[config.mk]
export PLATFORM = sky130hd
export DESIGN_NAME = rtclock_timebase_ctrl_flat
export DESIGN_NICKNAME = d
export VERILOG_FILES = /design/src/rtl/rtclock_pkg.sv /design/src/rtl/rtclock_timebase_ctrl_if.sv /design/src/rtl/rtclock_timebase_ctrl_rr_arb.sv /design/src/rtl/rtclock_timebase_ctrl.sv /design/src/flat_wrapper.sv
export SDC_FILE = /design/constraint.sdc
export NUM_CORES = 1
export LEC_CHECK = 0
export ABC_AREA = 1
export BUFFER_PORTS_ARGS = -buffer_cell sky130_fd_sc_hd__buf_2
export CORE_ASPECT_RATIO = 1.1
export CORE_MARGIN = 2
export CORE_UTILIZATION = 60
export CTS_CLUSTER_SIZE = 14
export DETAILED_ROUTE_END_ITERATION = 8
export PLACE_DENSITY = 0.9
export SLEW_MARGIN = 25
export SYNTH_ARGS = -nofsm -noshare
export SYNTH_HDL_FRONTEND = slang
export SYNTH_SLANG_ARGS = --single-unit
[constraint.sdc]
create_clock -name clk -period 7.73 [get_ports clk]
set_input_delay 1.1595 -clock clk [delete_from_list [all_inputs] [get_ports clk]]
set_output_delay 1.1595 -clock clk [all_outputs]
set_load 0.01 [all_outputs]
[src/rtl/rtclock_pkg.sv]
// rtclock_pkg: shared types and constants for the rtclock time base.
//   state_t        - load sequencer states (IDLE / PENDING / RELEASE)
//   GNT_CPU/SYNC   - grant identifiers, also the bit index in one-hot grants
//   RTC_SEC_W      - width of the seconds counter
//   NS_W_DEF       - default width of the nanosecond counter
//   NS_PER_SEC_DEF - default nanosecond rollover modulus
package rtclock_pkg;

    localparam int RTC_SEC_W      = 64;
    localparam int NS_W_DEF       = 30;
    localparam int NS_PER_SEC_DEF = 1000000000;

    localparam logic GNT_CPU  = 1'b0;
    localparam logic GNT_SYNC = 1'b1;

    typedef enum logic [1:0] {
        ST_IDLE    = 2'd0,
        ST_PENDING = 2'd1,
        ST_RELEASE = 2'd2
    } state_t;

endpackage

[src/rtl/rtclock_timebase_ctrl_if.sv]
// rtclock_timebase_ctrl_if: groups the load handshakes and time-base outputs.
//   master - requester side (CPU register block / time-sync logic)
//   slave  - the time-base controller
//
// Handshake: cpu_req/sync_req are levels. A requester raises req with its
// seconds value stable and holds both until it sees the matching 1-cycle ack,
// then drops req in the following cycle. A req still high after that is a new
// request. state_dbg exposes the sequencer state for observation only.
interface rtclock_timebase_ctrl_if #(
    parameter int NS_W = rtclock_pkg::NS_W_DEF
);
    import rtclock_pkg::*;

    logic                 enable;
    logic                 cpu_req;
    logic [RTC_SEC_W-1:0] cpu_sec;
    logic                 cpu_ack;
    logic                 sync_req;
    logic [RTC_SEC_W-1:0] sync_sec;
    logic                 sync_ack;
    logic [RTC_SEC_W-1:0] sec_state;
    logic [NS_W-1:0]      ns_state;
    logic                 pps;
    logic                 busy;
    state_t               state_dbg;

    modport master (
        output enable, cpu_req, cpu_sec, sync_req, sync_sec,
        input  cpu_ack, sync_ack, sec_state, ns_state, pps, busy, state_dbg
    );

    modport slave (
        input  enable, cpu_req, cpu_sec, sync_req, sync_sec,
        output cpu_ack, sync_ack, sec_state, ns_state, pps, busy, state_dbg
    );

endinterface

[src/rtl/rtclock_timebase_ctrl_rr_arb.sv]
// rtclock_rr_arb: two-requester round-robin arbiter.
//   clk, reset - clock and synchronous active-high reset
//   en         - grants are only produced while en=1
//   req[1:0]   - request levels, indexed by GNT_CPU / GNT_SYNC
//   gnt[1:0]   - one-hot grant (combinational), same indexing
// On a tie the requester that did not win last time is granted. last_grant
// resets to SYNC so the first tie goes to the CPU.
module rtclock_rr_arb
    import rtclock_pkg::*;
(
    input  logic       clk,
    input  logic       reset,
    input  logic       en,
    input  logic [1:0] req,
    output logic [1:0] gnt
);

    logic last_grant;

    always_comb begin
        gnt = 2'b00;
        if (en) begin
            case (req)
                2'b01:   gnt = 2'b01;
                2'b10:   gnt = 2'b10;
                2'b11:   gnt = (last_grant == GNT_SYNC) ? 2'b01 : 2'b10;
                default: gnt = 2'b00;
            endcase
        end
    end

    always_ff @(posedge clk) begin
        if (reset) begin
            last_grant <= GNT_SYNC;
        end else if (|gnt) begin
            last_grant <= gnt[GNT_SYNC] ? GNT_SYNC : GNT_CPU;
        end
    end

endmodule

[src/rtl/rtclock_timebase_ctrl.sv]
// rtclock_timebase_ctrl: nanosecond/second time base with sequenced loads.
//   clk   - single clock
//   reset - synchronous active-high reset
//   bus   - slave modport: enable, cpu/sync load handshakes, sec_state,
//           ns_state, pps, busy, state_dbg
// The ns counter advances by NS_INC per enabled cycle and carries the
// remainder across NS_PER_SEC. A granted load is held in pend_sec and
// replaces the +1 at the next second boundary; with the time base stopped it
// commits on the next edge and clears ns instead.
module rtclock_timebase_ctrl
    import rtclock_pkg::*;
#(
    parameter int NS_INC     = 4,
    parameter int NS_PER_SEC = NS_PER_SEC_DEF,
    parameter int NS_W       = NS_W_DEF
) (
    input  logic                  clk,
    input  logic                  reset,
    rtclock_timebase_ctrl_if.slave bus
);

    localparam logic [NS_W:0] INC_W = (NS_W+1)'(NS_INC);
    localparam logic [NS_W:0] PER_W = (NS_W+1)'(NS_PER_SEC);

    state_t               state;
    logic [RTC_SEC_W-1:0] pend_sec;
    logic                 pend_is_sync;
    logic [RTC_SEC_W-1:0] sec_q;
    logic [NS_W-1:0]      ns_q;
    logic                 pps_q;
    logic                 cpu_ack_q;
    logic                 sync_ack_q;

    logic [NS_W:0]        ns_next;
    logic                 rollover;
    logic [NS_W-1:0]      ns_after;
    logic [1:0]           gnt;

    // One extra bit so ns + NS_INC never wraps before the compare.
    always_comb begin
        ns_next  = {1'b0, ns_q} + INC_W;
        rollover = (ns_next >= PER_W);
        ns_after = rollover ? NS_W'(ns_next - PER_W) : NS_W'(ns_next);
    end

    rtclock_rr_arb u_arb (
        .clk   (clk),
        .reset (reset),
        .en    (state == ST_IDLE),
        .req   ({bus.sync_req, bus.cpu_req}),
        .gnt   (gnt)
    );

    always_ff @(posedge clk) begin
        if (reset) begin
            state        <= ST_IDLE;
            pend_sec     <= '0;
            pend_is_sync <= 1'b0;
            sec_q        <= '0;
            ns_q         <= '0;
            pps_q        <= 1'b0;
            cpu_ack_q    <= 1'b0;
            sync_ack_q   <= 1'b0;
        end else begin
            pps_q      <= 1'b0;
            cpu_ack_q  <= 1'b0;
            sync_ack_q <= 1'b0;

            if (bus.enable) begin
                ns_q <= ns_after;
                if (rollover) begin
                    sec_q <= sec_q + 1'b1;
                    pps_q <= 1'b1;
                end
            end

            // Later assignments below override the free-running update above.
            case (state)
                ST_IDLE: begin
                    if (gnt[GNT_CPU]) begin
                        pend_sec     <= bus.cpu_sec;
                        pend_is_sync <= 1'b0;
                        state        <= ST_PENDING;
                    end else if (gnt[GNT_SYNC]) begin
                        pend_sec     <= bus.sync_sec;
                        pend_is_sync <= 1'b1;
                        state        <= ST_PENDING;
                    end
                end
                ST_PENDING: begin
                    if (!bus.enable || rollover) begin
                        sec_q <= pend_sec;
                        // Stopped time base: nothing to align to, so start
                        // the new second from zero.
                        if (!bus.enable) begin
                            ns_q <= '0;
                        end
                        if (pend_is_sync) begin
                            sync_ack_q <= 1'b1;
                        end else begin
                            cpu_ack_q <= 1'b1;
                        end
                        state <= ST_RELEASE;
                    end
                end
                ST_RELEASE: begin
                    // Gives the acked requester a cycle to drop req.
                    state <= ST_IDLE;
                end
                default: begin
                    state <= ST_IDLE;
                end
            endcase
        end
    end

    assign bus.sec_state = sec_q;
    assign bus.ns_state  = ns_q;
    assign bus.pps       = pps_q;
    assign bus.cpu_ack   = cpu_ack_q;
    assign bus.sync_ack  = sync_ack_q;
    assign bus.busy      = (state == ST_PENDING);
    assign bus.state_dbg = state;

endmodule

[src/flat_wrapper.sv]
// flat-port wrapper written by rule: the top's interface ports become plain ports
module rtclock_timebase_ctrl_flat import rtclock_pkg::*;
#(
    parameter int NS_INC     = 4,
    parameter int NS_PER_SEC = NS_PER_SEC_DEF,
    parameter int NS_W       = NS_W_DEF
)
  (clk, reset, bus_enable, bus_cpu_req, bus_cpu_sec, bus_sync_req, bus_sync_sec, bus_cpu_ack, bus_sync_ack, bus_sec_state, bus_ns_state, bus_pps, bus_busy, bus_state_dbg);
  rtclock_timebase_ctrl_if #(.NS_W(NS_W)) bus_i ();
  input  logic clk;
  input  logic reset;
  input wire logic [$bits(bus_i.enable)-1:0] bus_enable;
  input wire logic [$bits(bus_i.cpu_req)-1:0] bus_cpu_req;
  input wire logic [$bits(bus_i.cpu_sec)-1:0] bus_cpu_sec;
  input wire logic [$bits(bus_i.sync_req)-1:0] bus_sync_req;
  input wire logic [$bits(bus_i.sync_sec)-1:0] bus_sync_sec;
  output wire logic [$bits(bus_i.cpu_ack)-1:0] bus_cpu_ack;
  output wire logic [$bits(bus_i.sync_ack)-1:0] bus_sync_ack;
  output wire logic [$bits(bus_i.sec_state)-1:0] bus_sec_state;
  output wire logic [$bits(bus_i.ns_state)-1:0] bus_ns_state;
  output wire logic [$bits(bus_i.pps)-1:0] bus_pps;
  output wire logic [$bits(bus_i.busy)-1:0] bus_busy;
  output wire logic [$bits(bus_i.state_dbg)-1:0] bus_state_dbg;
  assign bus_i.enable = bus_enable;
  assign bus_i.cpu_req = bus_cpu_req;
  assign bus_i.cpu_sec = bus_cpu_sec;
  assign bus_i.sync_req = bus_sync_req;
  assign bus_i.sync_sec = bus_sync_sec;
  assign bus_cpu_ack = bus_i.cpu_ack;
  assign bus_sync_ack = bus_i.sync_ack;
  assign bus_sec_state = bus_i.sec_state;
  assign bus_ns_state = bus_i.ns_state;
  assign bus_pps = bus_i.pps;
  assign bus_busy = bus_i.busy;
  assign bus_state_dbg = bus_i.state_dbg;
  rtclock_timebase_ctrl #(.NS_INC(NS_INC), .NS_PER_SEC(NS_PER_SEC), .NS_W(NS_W)) u_core (.clk(clk), .reset(reset), .bus(bus_i));
endmodule
* Word-level counts from Yosys, hierarchy flattened
Cells that the tools add are included.
** Word-level totals
- Bits in registers :: 165
- Input bits :: 133
- Output and inout bits :: 100
** Operators by class
- $add $sub $neg :: 3
- Order comparisons :: 1
- Equality and inequality tests :: 6
- Multiplexer cells :: 24
- Bitwise gates (word level) :: 3
- Reductions and logical operators :: 9
** Operators by type and width (number)
- $mux 64 :: 6
- $mux 30 :: 5
- $add 64x1->64 const B :: 1
- $add 30x3->31 const B :: 1
- $ge 31x30->1 const B :: 1
- $sub 30x30->30 const B :: 1
- $mux 2 :: 5
- $mux 1 :: 6
- $pmux 2 s3 :: 1
- $eq 2x1->1 const B :: 2
- $eq 2x2->1 const B :: 2
- $pmux 2 s2 :: 1
- $reduce_and 2->1 :: 2
- $reduce_or 2->1 :: 2
- $ne 3x1->1 const B :: 1
- $not 1->1 :: 3
- $reduce_or 3->1 :: 1
- $logic_not 2->1 :: 1
- $ne 2x1->1 const B :: 1
- $reduce_bool 2->1 :: 1
- $logic_not 1->1 :: 1
- $logic_or 1x1->1 :: 1

* Longest topological paths before layout
- Word-level depth :: 7
- Mapped depth :: 20
- Gate-level depth less buffers :: 19

* Modules after synthesis
Synthesis repeated with hierarchy kept, for this count alone.
** Second synthesis, totals
- Cell total of the unflattened synthesis :: 1709
- Area total of the unflattened synthesis :: 10353.7 µm²
** Modules (own cells, without submodules)
- rtclock_timebase_ctrl :: instances 1, cells each 1697, area each 10282.4 µm², sequential area each 3243.1 µm²
- rtclock_rr_arb :: instances 1, cells each 12, area each 71.3 µm², sequential area each 20.0 µm²

* Worst setup path before layout
No wires, ideal clock.
- Path type :: register to register
- Start :: register u_core.ns_q[3] (netlist: u_core.bus.ns_state[3])
- End :: register u_core.sec_q[47] (netlist: u_core.bus.sec_state[47])
- Setup time :: 113 ps
- Data arrival time :: 2432 ps
- Path slack :: 5185 ps
- Cell stages (with the launch flop) :: 20
- Path buffers :: 1
- Period minus slack after synthesis :: 2545 ps
- Path through :: dfxtp_1 -> ha_1 -> nand2_2 -> nor2_4 -> nand2_2 -> nand2_1 -> nand2_1 -> nand2_2 -> nand2_2 -> a21oi_1 -> nand3_1 -> nand2_4 -> nand2_8 -> nand2_4 -> buf_6 -> nand2_2 -> inv_1 -> nand3_1 -> nand3_1 -> nand2_1
** Between the ends
- Word-level cells in the longest chain between the ends :: 6
- Elaborated cells on any way between the ends :: 7
- Those cells by class :: 1 x add/sub; 1 x order compare; 4 x mux; 1 x reduce/logical
** Ends and longest elaborated chain
- start: declaration :: RTL line rtclock_timebase_ctrl.sv:29 : logic [NS_W-1:0] ns_q;
- start signal: assignment :: RTL line rtclock_timebase_ctrl.sv:70 : ns_q <= ns_after;
- $add 30x3->31 (*) :: RTL line rtclock_timebase_ctrl.sv:41 : ns_next = {1'b0, ns_q} + INC_W;
- $ge 31x30->1 (*) :: RTL line rtclock_timebase_ctrl.sv:42 : rollover = (ns_next >= PER_W);
- $mux 64 :: RTL line rtclock_timebase_ctrl.sv:71 : if (rollover) begin
- $mux 64 :: RTL line rtclock_timebase_ctrl.sv:69 : if (bus.enable) begin
- $mux 64 :: RTL line rtclock_timebase_ctrl.sv:91 : if (!bus.enable || rollover) begin
- $mux 64 (*) :: RTL line rtclock_timebase_ctrl.sv:78 : case (state)
- end signal: assignment :: RTL line rtclock_timebase_ctrl.sv:72 : sec_q <= sec_q + 1'b1;
- end signal: assignment :: RTL line rtclock_timebase_ctrl.sv:92 : sec_q <= pend_sec;
- end: declaration :: RTL line rtclock_timebase_ctrl.sv:28 : logic [RTC_SEC_W-1:0] sec_q;
Every way passes the cells marked *; elsewhere a longest branch is shown, timed or not.
A chain may end at the register's enable or synchronous reset.

* Worst setup path after layout
Ends and elaborated chain as after synthesis.

==> results_dict.tcl <==
set metrics [dict create \
    status "completed" \
    hold_class "reg2reg" \
    synthAdderAreaFrac_pct 0.4630 \
    cts_tree "done" \
    rsz0062_at_grt "no" \
    synth_mux_area_share_pct 0 \
    synth-simple-area-share_pct 42.46 \
    drive_gt1_share_pct 15.27 \
    grt_antenna_before_repair 0 \
    syn_inst 1820 \
    io_pins 233 \
    design.core.area_um2 17680 \
    finClkSkew_ns 0.01569 \
    grt_overflow_total 0 \
    cp-end-kind "flop" \
    place_ws_ns 3.708 \
    instances_no_fill 2236 \
    cp.required_ns 8.06 \
    critPathMaxStageDelay_ns 0.68 \
    synth_compound_area_share_pct 12.91 \
    ant_nets 0 \
    cp_max_fo 74 \
    cts.sinks 163 \
    nets 2122 \
    clk_latency_ns 0.44 \
    die_w_um 132.0 \
    min_period_over_period_pct 54.23 \
    path_clk_slew_ns 0.07 \
    mostFrequentLayoutCell "nand2_1" \
    routed_via_density 5.719 \
    report.final.setup_viol 0 \
    fillers 1640 \
    num_vias 12790 \
    crit_path_cell_trace "ha_1 -> nand2_2 -> nor2_4 -> nand2_2 -> nand2_1 -> nand2_1 -> nand2_2 -> nand2_2 -> a21oi_1 -> nand3_1 -> nand2_4 -> nand2_8 -> nand2_4 -> buf_4 -> nand2_2 -> inv_1 -> nand3_1 -> nand3_1 -> nand2_1" \
    routed_wl_um 36730 \
    drv_slew 0 \
    cts_root_buffer "clkbuf_16" \
    grt_pass1_wl_um 56630 \
    crit_arrival_ns 4.52 \
    ys_async_sr_fraction_pct 0 \
    power_per_cell_area_nw_per_um2 169.1 \
    drt_iter0_drc 1494 \
    wl_per_cell_um 16.43 \
    start_util_pct 61.15 \
    die_h_um 144.8 \
    antennaDiodeCount 0 \
    port_buffers 230 \
    worst_pin_slew_ns 0.9332 \
    synth_edf_count 0 \
    cp_slowest_cell "buf_4" \
    netlist_area_um2 10810 \
    power_uw 2106 \
    hpwlAfterDp_um 27500 \
    grt_max_degree 121 \
    place_congestion 1.046 \
    cpMostUsedCell "nand2_2" \
    drc_errors 0 \
    maxCapViolCount 0 \
    area_delta_synth_final_pct 15.19 \
    num_rows 51 \
    post_cts_buffers 0 \
    dp.cells 2203 \
    cts_buffers 17 \
    synth_top_family_by_area "simple AND/OR/NAND/NOR gates" \
    max_slew_margin_pct 37.79 \
    mostFrequentLayoutCells "589 x nand2_1, 229 x buf_2, 214 x inv_1" \
    max_freq_mhz 238.6 \
    register_area_um2 3263 \
    cts_resized 0 \
    grt_pass1_vias 11060 \
    synth_cell_types 43 \
    r2r_slack_ns 3.54 \
    postLayoutCoreUtil_pct 70.44 \
    hold_viol_final 0 \
    ir_drop_mv 0.1616 \
    cp-start-kind "flop" \
    multi_input_area_um2 6262 \
    synth_area_per_cell_um2 5.939 \
    dieArea_um2 19110 \
    grt.total_usage_pct 37.21 \
    critical_path_class "reg2reg" \
    ys_seq_area_share_pct 30.19 \
    first_pass_iters 7 \
    synth_top_flop_cell "dfxtp_1" \
    final.setup.tns_ns 0 \
    htreeDepth 4 \
    worst_slack_ns 3.538 \
    yosys_warnings 0 \
    synth_xor_area_share_pct 1.933 \
    layout_min_cycle_time_ns 4.192 \
    power_leakage_uw 0.005806 \
    cts_hold_buffers 0 \
    cts_max_path_buffers 2 \
    ys_ff_latch 163 \
]
flip-flops by register name, indices dropped and copies added (netlist names):
signal,cells
u_core.bus.cpu_ack,1
u_core.bus.ns_state,28
u_core.bus.pps,1
u_core.bus.sec_state,64
u_core.bus.state_dbg,2
u_core.bus.sync_ack,1
u_core.pend_is_sync,1
u_core.pend_sec,64
u_core.u_arb.last_grant,1
power by group:
group	total (uW)	leakage, uW	switching [uW]	internal, uW
sequential	946	0.00133	50.7	895
clock	846	0.000279	391	455
combinational	314	0.00419	202	112
total	2110	0.00581	644	1460
through the flow:
step / cell area, um^2 / hold slack, ns
global placement: 11850 / 0.4340
finish: 12450 / 0.4485
detailed placement: 11850 / 0.4370
floorplan: 10810 / 0.4223
CTS: 12420 / 0.4489
global route: 12450 / 0.4654
synthesized netlist by cell type (19+ instances only):
cell        n  area [um^2]
xor2_1     19        166.4
o21ai_0    92        460.4
nand3_1   166        830.8
a21oi_1   166        830.8
nor2_1    122        457.9
dfxtp_1   163         3263
clkbuf_1   57        214.0
nand4_1    69        431.7
inv_1     214        803.3
nor3_1     43        215.2
nand2_1   589         2211
worst max-delay path: cells and delay by family (launching register included):
family / cells / cell delay [ns]
AND/OR/NAND/NOR: 15 / 2.11
buffers and inverters: 2 / 0.93
flip-flops: 1 / 0.46
AO/OA/AOI/OAI: 1 / 0.19
adder cells (fa/ha/maj): 1 / 0.32
cells by family after synthesis:
logic type / after synthesis
simple gates: 1045
buf+inv: 311
compound gates: 273
flops: 163
xor+xnor: 23
fa+ha+maj: 4
other cells: 1
per-layer routing:
layer | wire, um | vias up | global-route usage [%]
li1 | - | 6220 | -
met1 | 15310 | 5728 | 49.55
met2 | 16490 | 752 | 60.53
met3 | 3917 | 87 | 7.663
met4 | 1011 | 0 | 12.47
met5 | 0 | - | 0
cell type report:
cell class | count | area share [%]
inverter | 218 | 6.572
sequential | 163 | 26.21
tap | 238 | 2.392
timing repair buffer | 238 | 9.909
multi-input combinational | 1347 | 50.30
clock buffer | 18 | 3.447
clock inverter | 14 | 1.176
path summary, 6_finish.rpt:
kind	cells after the start	startpoint	to
max reg2reg	19	u_core.bus.ns_state[3]$_SDFF_PP0_	u_core.bus.sec_state[47]$_SDFF_PP0_
max	19	u_core.bus.ns_state[3]$_SDFF_PP0_	u_core.bus.sec_state[47]$_SDFF_PP0_
min reg2reg	2	u_core.pend_sec[6]$_SDFFE_PP0P_	u_core.bus.sec_state[6]$_SDFF_PP0_
min	2	u_core.pend_sec[6]$_SDFFE_PP0P_	u_core.bus.sec_state[6]$_SDFF_PP0_
(Power assumes the default switching activity.)
